==> src/rtl/rr_arb16.sv <==
// ---------------------------------------------------------------------------
// rr_arb16 - round-robin arbiter with a single-entry registered output.
//
// Sixteen requesters share one word-wide output channel. Each cycle the
// arbiter grants at most one requesting source. The granted word goes through
// a 16-way word mux and is registered into a one-deep valid/ready stage.
// A requester may hold lock high to keep top priority for a bounded burst of
// BURST_MAX consecutive beats. After that, rotation moves on.
//
// Parameters
//   n          word width in bits
//   BURST_MAX  maximum consecutive locked beats (1..15); 1 disables locking
//
// Ports
//   clk        clock, rising edge
//   reset_n    synchronous reset, active low
//   req[15:0]  per-requester valid
//   lock[15:0] per-requester "keep priority after this beat"
//   in[15:0]   per-requester data words
//   gnt[15:0]  combinational one-hot grant (zero when nothing loads)
//   out        registered word
//   out_valid  out holds an unconsumed word
//   out_ready  consumer accepts out this cycle
//   sel        registered index of the requester whose word is in out
// ---------------------------------------------------------------------------

package constants;
  localparam int unsigned WORD_LENGTH = 32;
endpackage

// 16-way word mux used to steer the winning requester's word.
module word_mux16 #(
  parameter int unsigned n = constants::WORD_LENGTH
) (
  input  logic [n-1:0] in [15:0],
  input  logic [3:0]   sel_i,
  output logic [n-1:0] out_o
);
  always_comb out_o = in[sel_i];
endmodule

module rr_arb16 #(
  parameter int unsigned n         = constants::WORD_LENGTH,
  parameter int unsigned BURST_MAX = 4
) (
  input  logic         clk,
  input  logic         reset_n,
  input  logic [15:0]  req,
  input  logic [15:0]  lock,
  input  logic [n-1:0] in [15:0],
  output logic [15:0]  gnt,
  output logic [n-1:0] out,
  output logic         out_valid,
  input  logic         out_ready,
  output logic [3:0]   sel
);

  localparam logic [3:0] BMAX = 4'(BURST_MAX);

  // State
  logic         valid_q, valid_d;
  logic [n-1:0] out_q,   out_d;
  logic [3:0]   sel_q,   sel_d;
  logic [3:0]   ptr_q,   ptr_d;
  logic [3:0]   last_q,  last_d;
  logic [3:0]   cnt_q,   cnt_d;

  // Arbitration
  logic [31:0]  req_dbl;
  logic [15:0]  req_rot;
  logic [3:0]   off;
  logic [3:0]   win;
  logic         load;
  logic [3:0]   newcnt;
  logic [n-1:0] win_word;

  // Rotate the request vector so that bit 0 is the current top-priority
  // index. The first set bit then gives the offset of the winner from ptr.
  assign req_dbl = {req, req};
  assign req_rot = req_dbl[ptr_q +: 16];

  always_comb begin
    off = '0;
    for (int j = 15; j >= 0; j--) begin
      if (req_rot[j]) off = 4'(j);
    end
  end

  // The 4-bit add wraps modulo 16.
  assign win  = ptr_q + off;
  assign load = (|req) && (!valid_q || out_ready);

  // The grant is gated by reset so it never announces a capture that reset
  // would discard.
  assign gnt = (load && reset_n) ? (16'h0001 << win) : 16'h0000;

  // Burst counting: beats only accumulate while the same index keeps
  // winning and the cap has not been hit. Anything else starts a new run.
  assign newcnt = (win == last_q && cnt_q < BMAX) ? cnt_q + 4'd1 : 4'd1;

  word_mux16 #(.n(n)) u_mux (
    .in    (in),
    .sel_i (win),
    .out_o (win_word)
  );

  always_comb begin
    valid_d = valid_q;
    out_d   = out_q;
    sel_d   = sel_q;
    ptr_d   = ptr_q;
    last_d  = last_q;
    cnt_d   = cnt_q;
    if (load) begin
      valid_d = 1'b1;
      out_d   = win_word;
      sel_d   = win;
      cnt_d   = newcnt;
      last_d  = win;
      // A locked winner keeps top priority until its burst reaches the cap.
      // Otherwise priority moves to the next index.
      if (lock[win] && newcnt < BMAX) ptr_d = win;
      else                            ptr_d = win + 4'd1;
    end else if (valid_q && out_ready) begin
      // This is a consume with nothing new to load. The slot empties and
      // the arbitration state holds.
      valid_d = 1'b0;
    end
  end

  always_ff @(posedge clk) begin
    if (!reset_n) begin
      valid_q <= 1'b0;
      out_q   <= '0;
      sel_q   <= '0;
      ptr_q   <= '0;
      last_q  <= '0;
      cnt_q   <= '0;
    end else begin
      valid_q <= valid_d;
      out_q   <= out_d;
      sel_q   <= sel_d;
      ptr_q   <= ptr_d;
      last_q  <= last_d;
      cnt_q   <= cnt_d;
    end
  end

  assign out       = out_q;
  assign out_valid = valid_q;
  assign sel       = sel_q;

endmodule

==> config.mk <==
export PLATFORM = sky130hd
export DESIGN_NAME = rr_arb16
export DESIGN_NICKNAME = d
export VERILOG_FILES = /design/src/rtl/rr_arb16.sv
export SDC_FILE = /design/constraint.sdc
export NUM_CORES = 1
export LEC_CHECK = 0
export ABC_AREA = 1
export BUFFER_PORTS_ARGS = -buffer_cell sky130_fd_sc_hd__buf_2
export CORE_AREA = 10 10 222 224
export CTS_BUF_LIST = sky130_fd_sc_hd__clkbuf_4
export DETAILED_ROUTE_END_ITERATION = 6
export DIE_AREA = 0 0 232 234
export GPL_ROUTABILITY_DRIVEN = 0
export GPL_TIMING_DRIVEN = 1
export PLACE_DENSITY_LB_ADDON = 0.12
export REMOVE_ABC_BUFFERS = 1
export SYNTH_ARGS = -nofsm -noshare
export SYNTH_HDL_FRONTEND = slang
export SYNTH_SLANG_ARGS = --single-unit
==> constraint.sdc <==
create_clock -name clk -period 10.9 [get_ports clk]
set_input_delay 0.545 -clock clk [delete_from_list [all_inputs] [get_ports clk]]
set_output_delay 0.545 -clock clk [all_outputs]
set_load 0.02 [all_outputs]
Yosys cells after proc, flatten, opt, wreduce, memory -nomap -nowiden
Cells that the tools add are included.
- add/subtract/negate cells: 3
- $lt $le $gt $ge: 3
- equal/unequal tests: 1
- shift operators: 2
- mux-type cells: 25
- reduce and logical (&&, ||, !) cells: 9
- operator list (operator ; number):
    32-bit binary-select mux with 4-bit select ; 1
    4-bit two-way mux ; 18
    32-bit two-way mux ; 1
    32-bit by 5-bit variable part select with 16-bit output ; 1
    16-bit two-way mux ; 1
    16-bit OR reduction ; 1
    1-bit by 4-bit << shifter with 16-bit output (first input constant) ; 1
    4-bit by 1-bit adder with 4-bit output (second input constant) ; 2
    4-bit by 3-bit < comparator with 1-bit output (second input constant) ; 2
    1-bit logical AND ; 5
    4-bit by 5-bit < comparator with 1-bit output (second input constant) ; 1
    4-bit adder ; 1
    1-bit binary-select mux with 4-bit select ; 1
    4-bit equality test ; 1
    1-bit two-way mux ; 3
    2-bit nonzero test ; 1
    1-bit logical NOT ; 1
    1-bit logical OR ; 1
- flip-flop bits (word level): 45
- input port bits: 547
- output and inout port bits: 53

Logic depth before layout (Yosys ltp)
- depth in word-level cells: 24
- depth in mapped cells: 38
- gate-level depth less buffers: 35

Modules after synthesis
A second synthesis with hierarchy kept.
- cells, all modules: 2068
- area, all modules: 10055.9 um^2
- by module, submodules not included (module ; times used ; cells an instance ; area each (um^2) ; sequential area each (um^2)):
    word_mux16 ; 1 ; 1549 ; 6610.1 ; 0.0
    rr_arb16 ; 1 ; 519 ; 3445.8 ; 900.9

Least setup slack after synthesis
OpenSTA, ideal clock, no wires.
- path type: reg-to-output
- start: register ptr_q[0]
- end: output port gnt[14]
- arrival: 4098 ps
- required time: 10355 ps
- setup slack: 6257 ps
- cell stages (with the launch flop): 29
- cells stage by stage: dfxtp_1 -> buf_6 -> inv_4 -> buf_8 -> nand2_2 -> nand3_1 -> nand3_1 -> nand2_1 -> o21ai_1 -> nand2_1 -> nand2_1 -> nand2_1 -> nand2_1 -> nand2_1 -> a21oi_1 -> o21bai_1 -> nand2_1 -> nand2_1 -> a21oi_1 -> nor2_1 -> ha_1 -> inv_1 -> fa_1 -> inv_1 -> clkbuf_1 -> clkbuf_1 -> ha_1 -> inv_1 -> nor4_1
- word-level cells in the longest chain between the ends: 20
- ends and longest elaborated chain (item ; line ; text):
    from (decl) ; 64 ; logic [3:0] ptr_q, ptr_d;
    from (signal assigned) ; 143 ; ptr_q <= ptr_d;
    32-bit by 5-bit variable part select with 16-bit output ; 80 ; assign req_rot = req_dbl[ptr_q +: 16];
    4-bit two-way mux (16 in a row) ; 85 ; if (req_rot[j]) off = 4'(j);
    4-bit adder * ; 90 ; assign win = ptr_q + off;
    named net u_mux.sel_i[1] ; 36 ; input logic [3:0] sel_i,
    1-bit by 4-bit << shifter with 16-bit output * ; 95 ; assign gnt = (load && reset_n) ? (16'h0001 << win) : 16'h0000;
    16-bit two-way mux * ; 95 ;
    to (decl) ; 51 ; output logic [15:0] gnt,
The timed path passes the listed nets; every way through them passes the cells marked *.

Worst setup path in the final report
- start: register ptr_q[2]
- end: output port gnt[4]
- word-level cells in the longest chain between the ends: 20
- ends and longest elaborated chain (item ; line):
    32-bit by 5-bit variable part select with 16-bit output ; 80
    4-bit two-way mux (16 in a row) ; 85
    4-bit adder * ; 90
    1-bit by 4-bit << shifter with 16-bit output * ; 95
    16-bit two-way mux * ; 95
Every way passes the cells marked *; elsewhere a longest branch is shown, timed or not.

==> run summary <==
# H-tree levels: 2
global-route wire length before repair: 75900 um
I/O Buffers: 599
Tightest Pin Transition: 1.11 ns
clk buf depth: 2
Multi-input gate area: 6050 um^2
Max Cap Viol: 0
setup repair after global routing missed its margin: false
clk sinks: 45
Crit. End Element: output pin
Mapped Cells: 1416
drt pass-1 iters: 5
setup bufs post-CTS: 0
final WL: 52000 um
fin worst setup slack: 4.43 ns
cts hold-fix bufs: 0
placed cells: 2496
syn_area_per_cell: 5.48 um^2
WL/cell: 20.7 um
final setup vio count: 0
most numerous cell in the Yosys netlist: nand2_1
Yosys warnings: 0
CORE AREA: 44900 um^2
status: complete, no violations
final hold violations: 0
dpl hpwl: 40600 um
WS Path Type: reg2out
Reg-to-Reg End: ptr_q[1]
Main synth FF type: dfxtp_1
IO Count: 600
fill count: 5312
clock skew: 0.0160 ns
synth cell count leaders: nand2_1, o21ai_0, nor2_1
Hold Path Class: reg2reg
sequential-to-total area share from yosys stat: 11.6%
antenna violations before repair: 8
leading area contributor after synthesis: o21ai_0
number of global-route vias before repair: 11900
Worst Hold Path EP: cnt_q[3]
worst path required time: 10.36 ns
Root Driver: clkbuf_4
largest net degree at the start of global routing: 197
vias per inst: 4.74
Final #Nets: 2461
P&R area growth vs syn: 43.8%
Final Non-Filler Cells: 2508
global-route usage over all layers: 18.0%
post-synthesis cell area: 7760 um^2
1st-iter DRT viols: 687
top cell type's share of synthesized area: 17.8%
Synth cell types: 46
Synth async-reset ratio: 0%
GR Overflow Total: 0
Arr. time, crit path: 5.92 ns
CTS-repair resized insts: 0
crit-path max FO: 60
fraction of layout cells with a size suffix above 1: 35.5%
Detail Route Antenna Nets: 0
Die X: 232 um
Sequential Area: 901 um^2
r2r startpoint: ptr_q[2]
fmax: 155 MHz
max_slew headroom: 26.2%
Die H: 234 um
Initial Util: 17.3%
ranking of synthesized cells by area: o21ai_0, nand2_1, dfxtp_1, nor2_1, nand3_1
Clock Latency Late Sink: 0.44 ns
register bit total from synthesis: 45
Post-synth EDFFs: 0
Place WS: 4.83 ns
fin. max-slew vios: 0
startpoint class of the critical path: flop
Clk pin slew, worst setup/hold paths: 0.16 ns
Hold Path Origin: cnt_q[3]
period utilization: 59.3%
reg2reg setup slack: 4.87 ns
WHS Path Cells: 2
worst r2r path cells: 29
via count: 11900
fin crit period: 6.47 ns
CTS tree: built
row count: 78
CTS Buf Count: 5
DRC viols: 0
die area: 54300 um^2
## critical path: stages, from the launching register on
cell and delay [ns]:
dfxtp_1 0.80, inv_1 0.45, nand3_1 0.25, nand3_1 0.10
nand2_1 0.11, nand2_1 0.06, nand2_1 0.05, nand2_1 0.05
nand2_1 0.06, nand2_1 0.04, nand2_1 0.05, a21oi_1 0.06
o21bai_1 0.12, nand2_1 0.06, nand2_1 0.06, a21oi_1 0.05
nor2_1 0.15, ha_4 0.15, inv_1 0.05, fa_4 1.16
buf_4 0.65, ha_1 0.29, inv_1 0.06, nor4_1 0.29
buf_2 0.23
## metrics by stage
| stage | utilization, % | instance area (um^2) | hold WS, ns | TNS, ns |
|---|---|---|---|---|
| 2_1_floorplan | - | 7170 | 0.419 | -80.42 |
| 3_3_place_gp | 24.6 | 11100 | 0.432 | 0 |
| 3_5_place_dp | 24.6 | 11100 | 0.434 | 0 |
| 4_1_cts | 24.8 | 11100 | 0.425 | 0 |
| 5_1_grt | 24.8 | 11100 | 0.463 | 0 |
| 6_report | 24.8 | 11200 | 0.453 | 0 |
## sequential cells by signal (all words and copies together), names as in the netlist
name       flops
out           32
ptr_q          4
cnt_q          4
last_q         4
out_valid      1
## kinds of logic (layout without fill, tap and decap cells)
logic type | Yosys count | after routing | synth area share [%]
adders and majority gates | 11 | 11 | 1.87
AOI/OAI and AO/OA | 491 | 491 | 38.4
xor gates and xnor gates | 4 | 4 | 0.452
and+or+nand+nor | 673 | 673 | 36.8
DFF | 45 | 45 | 11.6
buffers and inverters | 192 | 680 | 10.8
other | 0 | 4 | 0
## area by class of cell
cell class	count	area share (%)
Timing Repair Buffer	609	27.8
Inverter	63	2.37
Clock buffer	6	0.404
Antenna cell	4	0.0898
Multi-Input combinational cell	1179	54.2
Sequential cell	45	8.08
Clock inverter	2	0.303
Tap cell	600	6.73
## metal layers
layer,vias up,GRT usage (%),part of all wire [%]
met1,5480,21.1,41
met4,4,2.86,1.2
li1,5916,-,-
met3,32,4.98,7.4
met2,445,32.4,50
met5,-,0,0.062
## worst max path at each step
stage	from	endpoint	slack [ns]	cells after the start
floorplan	ptr_q[0]	ptr_q[0]	-2.09	27
global placement	ptr_q[0]	gnt[8]	4.72	26
detailed placement	ptr_q[0]	gnt[8]	4.83	26
CTS	ptr_q[0]	gnt[8]	4.29	26
global route	ptr_q[0]	gnt[4]	3.90	24
finish	ptr_q[2]	gnt[4]	4.43	24
## cells in the final DEF (no fill, tap or decap), types with 35 or more instances in the layout
cell      instances
inv_1            53
o221ai_1         35
dfxtp_1          45
o21ai_0         276
a21oi_1          42
nor2_1          224
nand2_1         305
nand3_1          90
buf_2           599
o22ai_1          66
Power is left out: the tool's default activity adds up to more than one toggle a clock period on the data nets, which glitch-free logic cannot reach.
